$ cat config.mk
export PLATFORM = sky130hd
export DESIGN_NAME = data_mem_arbiter
export DESIGN_NICKNAME = d
export VERILOG_FILES = /design/src/rtl/data_mem_arbiter.sv
export SDC_FILE = /design/constraint.sdc
export NUM_CORES = 1
export LEC_CHECK = 0
export CAP_MARGIN = 5
export CORE_AREA = 2 2 116 118
export DETAILED_ROUTE_END_ITERATION = 8
export DIE_AREA = 0 0 118 120
export PLACE_DENSITY_LB_ADDON = 0.15
export SYNTH_ARGS = -nofsm -noshare
export SYNTH_HDL_FRONTEND = slang
export SYNTH_SLANG_ARGS = --single-unit
$ cat constraint.sdc
create_clock -name clk -period 4.8 [get_ports clk]
set_input_delay 1.2 -clock clk [delete_from_list [all_inputs] [get_ports clk]]
set_output_delay 1.2 -clock clk [all_outputs]
set_load 0.1 [all_outputs]
$ cat src/rtl/data_mem_arbiter.sv
// Two-master arbiter in front of a single-port data memory.
// Round-robin on ties, bounded ownership bursts, registered per-port read data.
`timescale 1ns/1ps

module data_mem_arbiter #(
  parameter int MAX_BURST = 4
) (
  input  logic        clk,
  input  logic        reset,
  input  logic        m0_req,
  input  logic        m1_req,
  input  logic        m0_we,
  input  logic        m1_we,
  input  logic [31:0] m0_addr,
  input  logic [31:0] m1_addr,
  input  logic [31:0] m0_wdata,
  input  logic [31:0] m1_wdata,
  output logic        m0_gnt,
  output logic        m1_gnt,
  output logic        m0_rvalid,
  output logic        m1_rvalid,
  output logic [31:0] m0_rdata,
  output logic [31:0] m1_rdata,
  output logic        MemRead,
  output logic        MemWrite,
  output logic [31:0] Address,
  output logic [31:0] Write_data,
  input  logic [31:0] Read_data
);

  // state | meaning
  // IDLE  | nobody owns the memory, arbitrate next edge
  // OWN0  | m0 owns the memory, its req is granted directly
  // OWN1  | m1 owns the memory, its req is granted directly
  typedef enum logic [1:0] {IDLE, OWN0, OWN1} state_t;

  localparam logic [3:0] BURST_LIM = 4'(MAX_BURST);

  state_t      state_q, state_d;
  logic        last_q, last_d;     // 1 = m1 was served last
  logic [3:0]  cnt_q, cnt_d;
  logic [3:0]  cnt_inc;
  logic        own1, own_req, oth_req, beat, own_we;
  logic        m0_rvalid_q, m1_rvalid_q;
  logic [31:0] m0_rdata_q, m1_rdata_q;

  assign own1    = (state_q == OWN1);
  assign own_req = own1 ? m1_req : m0_req;
  assign oth_req = own1 ? m0_req : m1_req;
  assign cnt_inc = cnt_q + 4'd1;

  assign m0_gnt = (state_q == OWN0) & m0_req;
  assign m1_gnt = own1 & m1_req;
  assign beat   = m0_gnt | m1_gnt;
  assign own_we = own1 ? m1_we : m0_we;

  assign MemWrite   = beat & own_we;
  assign MemRead    = beat & ~own_we;
  assign Address    = beat ? (own1 ? m1_addr : m0_addr) : 32'h0;
  assign Write_data = beat ? (own1 ? m1_wdata : m0_wdata) : 32'h0;

  assign m0_rvalid = m0_rvalid_q;
  assign m1_rvalid = m1_rvalid_q;
  assign m0_rdata  = m0_rdata_q;
  assign m1_rdata  = m1_rdata_q;

  // Next ownership, last-served pointer and burst count.
  always_comb begin
    state_d = state_q;
    last_d  = last_q;
    cnt_d   = cnt_q;
    case (state_q)
      IDLE: begin
        if (m0_req && (!m1_req || last_q)) begin
          state_d = OWN0;
          last_d  = 1'b0;
          cnt_d   = 4'd0;
        end else if (m1_req) begin
          state_d = OWN1;
          last_d  = 1'b1;
          cnt_d   = 4'd0;
        end
      end
      default: begin
        if (!own_req) begin
          // Owner went quiet: hand over directly if the other side waits.
          if (oth_req) begin
            state_d = own1 ? OWN0 : OWN1;
            last_d  = ~own1;
            cnt_d   = 4'd0;
          end else begin
            state_d = IDLE;
          end
        end else if (cnt_inc == BURST_LIM) begin
          // Burst limit reached: yield only if someone is waiting.
          cnt_d = 4'd0;
          if (oth_req) begin
            state_d = own1 ? OWN0 : OWN1;
            last_d  = ~own1;
          end
        end else begin
          cnt_d = cnt_inc;
        end
      end
    endcase
  end

  // Arbitration state registers.
  always_ff @(posedge clk or posedge reset) begin
    if (reset) begin
      state_q <= IDLE;
      last_q  <= 1'b1;
      cnt_q   <= 4'd0;
    end else begin
      state_q <= state_d;
      last_q  <= last_d;
      cnt_q   <= cnt_d;
    end
  end

  // Capture read data per port and pulse rvalid the cycle after the beat.
  always_ff @(posedge clk or posedge reset) begin
    if (reset) begin
      m0_rvalid_q <= 1'b0;
      m1_rvalid_q <= 1'b0;
      m0_rdata_q  <= 32'h0;
      m1_rdata_q  <= 32'h0;
    end else begin
      m0_rvalid_q <= m0_gnt & ~m0_we;
      m1_rvalid_q <= m1_gnt & ~m1_we;
      if (m0_gnt && !m0_we) m0_rdata_q <= Read_data;
      if (m1_gnt && !m1_we) m1_rdata_q <= Read_data;
    end
  end

endmodule
==> results of run 1 <==
-- layer usage --
layer  vias up  wire, µm  global-route usage
met5         -         0                   0
met4         0       469              0.0941
met3        28      1510              0.0951
met2       198      8050               0.387
met1      1944      5640               0.237
li1       1955         -                   -
-- cells in the final DEF, fill, tap and decap left out, types with 2 or more instances in the layout --
master and n:
sky130_fd_sc_hd__a21oi_2 64, sky130_fd_sc_hd__buf_12 62, sky130_fd_sc_hd__buf_4 12, sky130_fd_sc_hd__bufinv_16 2, sky130_fd_sc_hd__clkbuf_16 9, sky130_fd_sc_hd__clkdlybuf4s50_1 231
sky130_fd_sc_hd__clkinv_2 2, sky130_fd_sc_hd__clkinvlp_4 2, sky130_fd_sc_hd__dfrtp_1 72, sky130_fd_sc_hd__diode_2 3, sky130_fd_sc_hd__ha_1 2, sky130_fd_sc_hd__inv_2 2
sky130_fd_sc_hd__mux2_1 9, sky130_fd_sc_hd__mux2_2 56, sky130_fd_sc_hd__nand2_1 133, sky130_fd_sc_hd__nand2b_1 2, sky130_fd_sc_hd__nand3_1 3, sky130_fd_sc_hd__nor2_1 4
sky130_fd_sc_hd__nor2_2 2, sky130_fd_sc_hd__o211ai_1 3, sky130_fd_sc_hd__o21ai_2 2
-- per-stage QoR --
step / utilization / setup slack, ns
after floorplan: - / 0.210
after global placement: 0.603 / 0.774
after detailed placement: 0.603 / 0.704
after CTS: 0.628 / 0.705
after global routing: 0.628 / 0.603
final: 0.628 / 0.707
-- path summary, 6_finish.rpt --
check,startpoint,endpoint,slack (ns),cells after the start
max,m0_req,Address[1],0.71,7
min,m1_rdata[8],m1_rdata[8],0.49,1
max reg2reg,state_q[1],m1_rdata[2],2.69,4
min reg2reg,m1_rdata[8],m1_rdata[8],0.49,1
max in group asynchronous,reset,m0_rdata[20],2.54,3
min in group asynchronous,reset,cnt_q[3],1.31,2
-- sequential cells by signal, indices dropped and copies added, names as in the netlist --
| signal | cells |
|---|---|
| cnt_q | 4 |
| m1_rvalid | 1 |
| m0_rdata | 32 |
| m0_rvalid | 1 |
| state_q | 2 |
| last_q | 1 |
| m1_rdata | 32 |
-- power by group --
group | internal [W] | total, W | switching [W]
Combinational | 0.000859 | 0.00320 | 0.00234
Sequential | 0.000823 | 0.000942 | 0.000119
Clock | 0.000454 | 0.000704 | 0.000250
-- kinds of logic (layout without fill, tap and decap cells) --
logic type,count (synthesis),in the layout
AND/OR/NAND/NOR,155,155
AO/OA/AOI/OAI,78,78
flip-flops,73,73
multiplexers,66,66
buffers and inverters,33,324
adder cells (fa/ha/maj),2,2
XOR/XNOR,1,1
other,0,3
-- critical path, delay by kind of cell --
kind | cells | cell delay [ns]
AO/OA/AOI/OAI | 1 | 0.16
buffers and inverters | 3 | 1.12
AND/OR/NAND/NOR | 3 | 0.38
-- area by class of cell --
type	count	area [µm²]	area share
well taps	176	220	0.0270
inverters	3	11.3	0.00138
clock inverters	7	93.8	0.0115
clock buffers	9	225	0.0276
multi-input cells	302	2130	0.261
repair buffers	305	3640	0.447
diodes	3	7.51	0.000920
flip-flops and latches	73	1830	0.224
==> impl_summary.txt, run 1 <==
----------------------------------------------------
[Yosys]
  Area leader, netlist ... sky130_fd_sc_hd__dfrtp_1
  Syn avg cell area ... 9.63 µm²
  Most frequent cells after synthesis ... sky130_fd_sc_hd__nand2_1, sky130_fd_sc_hd__dfrtp_1, sky130_fd_sc_hd__a21oi_1, sky130_fd_sc_hd__mux2_2, sky130_fd_sc_hd__buf_6
  Number of instances in the synthesized netlist ... 408
  Total nets after synthesis ... around 580
  Multiplexer share of the synthesized area ... 0.189
  Number of flops mapped to enable cells by yosys ... 0
  Cell types occupying the most area after synthesis ... sky130_fd_sc_hd__dfrtp_1, sky130_fd_sc_hd__mux2_2, sky130_fd_sc_hd__nand2_1
  Sequential-to-total area share from yosys stat ... 0.465
  Distinct cells, synth ... 37
  Proportion of register bits with asynchronous set or reset after synthesis ... 1.00
  Fraction of synthesized cell area in xor and xnor cells ... 0.00223
  Summed instance area of the synthesized netlist ... slightly below 4000 µm²
  Synth Area in Simple Gates ... 0.166
  Area share of the largest cell type after synthesis ... 0.459
  Flop and latch count out of synthesis ... 73
  Most frequently used cell type in the post-synthesis netlist ... sky130_fd_sc_hd__nand2_1
  Count of warnings emitted by yosys ... 0
  Compound-gate portion of the synthesized area ... 0.113
  Adder-cell share of the synthesized area ... 0.00637
  Dominant combinational cell family by area after synthesis ... multiplexers
  Dominant synthesized flop cell ... sky130_fd_sc_hd__dfrtp_1

[Clocking]
  CTS clk-pin slew, worst paths ... 0.06 ns
  Level count of the clock H-tree ... 3
  Number of cells upsized or downsized after cts ... 0
  Buffer cell driving the clock tree root ... sky130_fd_sc_hd__clkbuf_16
  TritonCTS clock tree ... done
  Number of buffers added by the clock tree synthesis step ... 9
  Clock latency at the later pin of the worst-skew pair ... 0.33 ns
  Setup Buffers After CTS ... 0
  Sink count of the clock tree ... 73
  Number of buffers inserted for hold repair after clock tree synthesis ... 0
  Bufs on Longest Clock Path ... 2

[STA]
  Setup repair after global routing missed its margin ... no
  Count of final max-slew check failures ... 0
  Total count of hold-check failures in the final report ... 0
  Fmax achieved ... 0.244 GHz
  Transition time at the pin with the least slew margin ... 1.02 ns
  Min Tclk post-route ... 4.09 ns
  Final period util ... 0.853
  Total setup violations reported at the end of the flow ... 0
  Worst slew margin relative to its limit ... 0.318
  Worst Clk Skew ... ~0.0057 ns
  Setup tns final ... 0 ns
  Worst Hold Margin ... 0.486 ns

[Placement]
  Total half-perimeter wirelength after legalization and detailed placement ... 12.4 mm
  Input/output buffers ... 299
  Area post-placement ... 7830 µm²
  Routability cong. ... 0.859
  Placed insts ... between 800 and 900

[Worst setup path]
  Setup crit end kind ... output pin
  Biggest cell delay along the critical path ... 0.59 ns
  Category of the critical setup timing path ... input port to output pin
  Worst Path Max Fanout ... 66
  Critical path cell sequence ... clkdlybuf4s50_1 -> nand2_2 -> nor2_2 -> nor2_4 -> buf_12 -> a21oi_2 -> buf_4
  Critical path's slowest cell ... sky130_fd_sc_hd__clkdlybuf4s50_1
  Worst Path Required ... 3.60 ns
  CP startpoint kind ... input port
  Endpoint arrival time on the critical path ... 2.89 ns

[Detailed routing]
  Number of violations reported at the end of detailed-routing iteration 0 ... 199
  Vias post-DR ... just over 4000
  Initial DRT Pass Iterations ... 4
  Routed length per placed instance ... about 18 µm
  Aggregate routed wire length ... 15.7 mm
  Post-DR vias/cell ... around 4.7
  Number of remaining DRC errors ... 0
  Number of nets with antenna violations after detailed routing ... 0

[GRT]
  Tot GR Track Use ... 0.223
  Pin count of the biggest net entering global routing ... 67
  Wire length of the first global-routing pass ... around 25 mm
  Number of antenna violations at the first check in global routing ... 3
  Grt total ovfl ... 0
  Via count of the first global-routing pass ... about 4300

[Die]
  Vertical die dimension ... about 120 µm
  Die width ... 118 µm
  Core area ... 13000 µm²
  Number of top-level pins ... 300
  Cell Rows ... 42
  Area of the die ... between 10000 and 15000 µm²
  Starting Density ... 0.303

[Worst hold path]
  Path type of the worst min-delay path ... flip-flop to flip-flop

[Power]
  Leak pwr ... 3.28 nW
  Peak supply drop ... 0.486 mV
  Power density normalized to cell area ... 595 nW/µm²
  Total power consumption of the routed design ... 0.00485 W

[Finish]
  Number of standard cells in the layout, taps in and fillers out ... 878
  Filler cells ... 1067
  Signed area change from the synthesized netlist to the final layout ... 108%
  Total non-filler cell area in the finished layout ... slightly above 8000 µm²
  Count of nets after finishing ... approximately 860
  Layout cells sized above 1 ... 0.323

[Outcome]
  Status ... complete, no violations

[Job]
  # Max-Cap Violations ... 0

----------------------------------------------------
Note: power is estimated with default switching activity, not from simulation.
==> run 2: changes to the inputs <==
--- a/config.mk
+++ b/config.mk
@@ -6,9 +6,11 @@
 export NUM_CORES = 1
 export LEC_CHECK = 0
 export CAP_MARGIN = 5
-export CORE_AREA = 2 2 116 118
+export CELL_PAD_IN_SITES_DETAIL_PLACEMENT = 1
+export CELL_PAD_IN_SITES_GLOBAL_PLACEMENT = 1
+export CORE_MARGIN = 2
+export CORE_UTILIZATION = 25
 export DETAILED_ROUTE_END_ITERATION = 8
-export DIE_AREA = 0 0 118 120
 export PLACE_DENSITY_LB_ADDON = 0.15
 export SYNTH_ARGS = -nofsm -noshare
 export SYNTH_HDL_FRONTEND = slang
==> impl_summary.txt, run 2 (synthesized netlist as in run 1, its figures left out) <==
----------------------------------------------------
[STA]
  Worst Hold Margin ... 0.493 ns (was 0.486 ns)
  Min Tclk post-route ... 4.09 ns (about the same)
  Worst Clk Skew ... 0.00386 ns (was 0.00567 ns)
  Worst slew margin relative to its limit ... 0.306 (was 0.318)
  Transition time at the pin with the least slew margin ... 1.04 ns (was 1.02 ns)
  Final period util ... 0.852 (was 0.853)
  Setup repair after global routing missed its margin ... no (unchanged)
  Fmax achieved ... 0.244 GHz (about the same)
  Total setup violations reported at the end of the flow ... 0 (unchanged)
  Count of final max-slew check failures ... 0 (unchanged)
  Total count of hold-check failures in the final report ... 0 (unchanged)
  Setup tns final ... 0 ns (unchanged)

[GRT]
  Tot GR Track Use ... 0.202 (was 0.223)
  Number of antenna violations at the first check in global routing ... 0 (was 3)
  Via count of the first global-routing pass ... 4451 (was 4326)
  Wire length of the first global-routing pass ... 25.7 mm (was 24.6 mm)
  Pin count of the biggest net entering global routing ... 67 (unchanged)
  Grt total ovfl ... 0 (unchanged)

[Clocking]
  Setup Buffers After CTS ... 0 (unchanged)
  TritonCTS clock tree ... done (unchanged)
  Number of buffers inserted for hold repair after clock tree synthesis ... 0 (unchanged)
  Buffer cell driving the clock tree root ... sky130_fd_sc_hd__clkbuf_16 (unchanged)
  Sink count of the clock tree ... 73 (unchanged)
  Bufs on Longest Clock Path ... 2 (unchanged)
  Number of buffers added by the clock tree synthesis step ... 9 (unchanged)
  Level count of the clock H-tree ... 3 (unchanged)
  Number of cells upsized or downsized after cts ... 0 (unchanged)
  CTS clk-pin slew, worst paths ... 0.05 ns (was 0.06 ns)
  Clock latency at the later pin of the worst-skew pair ... 0.33 ns (about the same)

[Finish]
  Number of standard cells in the layout, taps in and fillers out ... 908 (was 878)
  Total non-filler cell area in the finished layout ... 8160 µm² (about the same)
  Antenna Diode Count ... 0 (was 3)
  Area of the multi-input gates ... 2130 µm² (unchanged)
  Most frequent cells in the layout ... sky130_fd_sc_hd__clkdlybuf4s50_1, sky130_fd_sc_hd__nand2_1, sky130_fd_sc_hd__dfrtp_1, sky130_fd_sc_hd__a21oi_2, sky130_fd_sc_hd__buf_12 (unchanged)
  Flip-flop and latch area ... 1830 µm² (unchanged)
  Filler cells ... 1631 (was 1067)
  Layout cells sized above 1 ... 0.320 (was 0.323)
  Signed area change from the synthesized netlist to the final layout ... 108% (about the same)
  Count of nets after finishing ... 862 (unchanged)
  Commonest non-fill, non-tap cell in the layout ... sky130_fd_sc_hd__clkdlybuf4s50_1 (unchanged)

[Die]
  Die width ... 129 µm (was 118 µm)
  Vertical die dimension ... 129 µm (was 120 µm)
  Core area ... 15300 µm² (was 13000 µm²)
  Cell Rows ... 45 (was 42)
  Area of the die ... 16700 µm² (was 14200 µm²)
  Starting Density ... 0.257 (was 0.303)
  Number of top-level pins ... 300 (unchanged)

[Worst hold path]
  Path type of the worst min-delay path ... flip-flop to flip-flop (unchanged)
  Start point of the worst min-delay path ... m0_rdata[25] (was m1_rdata[8])

[Detailed routing]
  Routed length per placed instance ... 19.2 µm (was 17.9 µm)
  Number of nets with antenna violations after detailed routing ... 0 (unchanged)
  Initial DRT Pass Iterations ... 4 (unchanged)
  Vias post-DR ... 4115 (was 4125)
  Number of violations reported at the end of detailed-routing iteration 0 ... 123 (was 199)
  Aggregate routed wire length ... 17.4 mm (was 15.7 mm)
  Post-DR vias/cell ... 4.53 (was 4.70)
  Number of remaining DRC errors ... 0 (unchanged)

[Power]
  Peak supply drop ... 0.651 mV (was 0.486 mV)
  Leak pwr ... 3.27 nW (was 3.28 nW)
  Power density normalized to cell area ... 594 nW/µm² (was 595 nW/µm²)
  Total power consumption of the routed design ... 0.00484 W (was 0.00485 W)

[Worst setup path]
  CP startpoint kind ... input port (unchanged)
  Category of the critical setup timing path ... input port to output pin (unchanged)
  Setup crit end kind ... output pin (unchanged)
  Worst flop-to-flop path startpoint ... state_q[0] (was state_q[1])
  Worst Path Required ... 3.60 ns (about the same)
  Critical Path Start ... m1_req (was m0_req)
  Worst Path Max Fanout ... 66 (unchanged)
  Endpoint arrival time on the critical path ... 2.89 ns (about the same)

[Placement]
  Total half-perimeter wirelength after legalization and detailed placement ... 13.7 mm (was 12.4 mm)
  Input/output buffers ... 299 (unchanged)
  Placed insts ... 894 (was 859)
  Area post-placement ... 7860 µm² (was 7830 µm²)
  Routability cong. ... 0.750 (was 0.859)

[Outcome]
  Status ... complete, no violations (unchanged)

[Job]
  # Max-Cap Violations ... 0 (unchanged)

----------------------------------------------------
-- run 2: cell count changes in the layout (fill, tap and decap cells not counted) --
cell	before	now
sky130_fd_sc_hd__diode_2	3	0
sky130_fd_sc_hd__clkbuf_1	0	1
sky130_fd_sc_hd__buf_4	12	13
sky130_fd_sc_hd__inv_6	1	0
sky130_fd_sc_hd__clkinvlp_4	2	0
sky130_fd_sc_hd__buf_12	62	61
-- run 2: worst paths after layout --
kind	endpoint	slack, ns	cells past startpoint
min in group asynchronous	m1_rdata[20]	1.42	2
setup reg to reg	m1_rdata[12]	2.44	4
setup / recovery	Write_data[7]	0.71	7
hold / removal	m0_rdata[25]	0.49	1
max in group asynchronous	m0_rdata[2]	2.44	3
hold reg to reg	m0_rdata[25]	0.49	1
-- run 2: layout make-up --
cell class | instances | area share
tap | 211 | 0.0324
timing repair buffer | 305 | 0.445
sequential | 73 | 0.224
clock inverter | 4 | 0.00859
clock buffer | 10 | 0.0281
multi-input combinational | 302 | 0.261
inverter | 3 | 0.00138
-- run 2: critical path, stage by stage --
cell	delay, ns
sky130_fd_sc_hd__clkdlybuf4s50_1	0.69
sky130_fd_sc_hd__nand2_4	0.13
sky130_fd_sc_hd__inv_2	0.11
sky130_fd_sc_hd__nor2_4	0.04
sky130_fd_sc_hd__buf_12	0.23
sky130_fd_sc_hd__a21oi_2	0.24
sky130_fd_sc_hd__buf_12	0.20
-- run 2: stage by stage --
stage          setup slack (ns)  utilization
6_report                  0.708        0.535
5_1_grt                   0.615        0.535
2_1_floorplan             0.210            -
3_5_place_dp              0.713        0.515
4_1_cts                   0.705        0.535
3_3_place_gp              0.770        0.515
-- run 2: report_power, final --
part           switching, W  internal, W  total (W)
sequential         0.000121     0.000824   0.000944
clock              0.000231     0.000447   0.000678
combinational       0.00236     0.000858    0.00322
-- run 2: routing by layer --
metal / track usage / wire, µm / part of all wire / vias to the layer above
li1: - / - / - / 1935
met1: 0.229 / 6560 / 0.38 / 2004
met2: 0.368 / 9220 / 0.53 / 167
met3: 0.0652 / 1470 / 0.084 / 9
met4: 0.0473 / 164 / 0.0094 / 0
met5: 0 / 0 / 0 / -
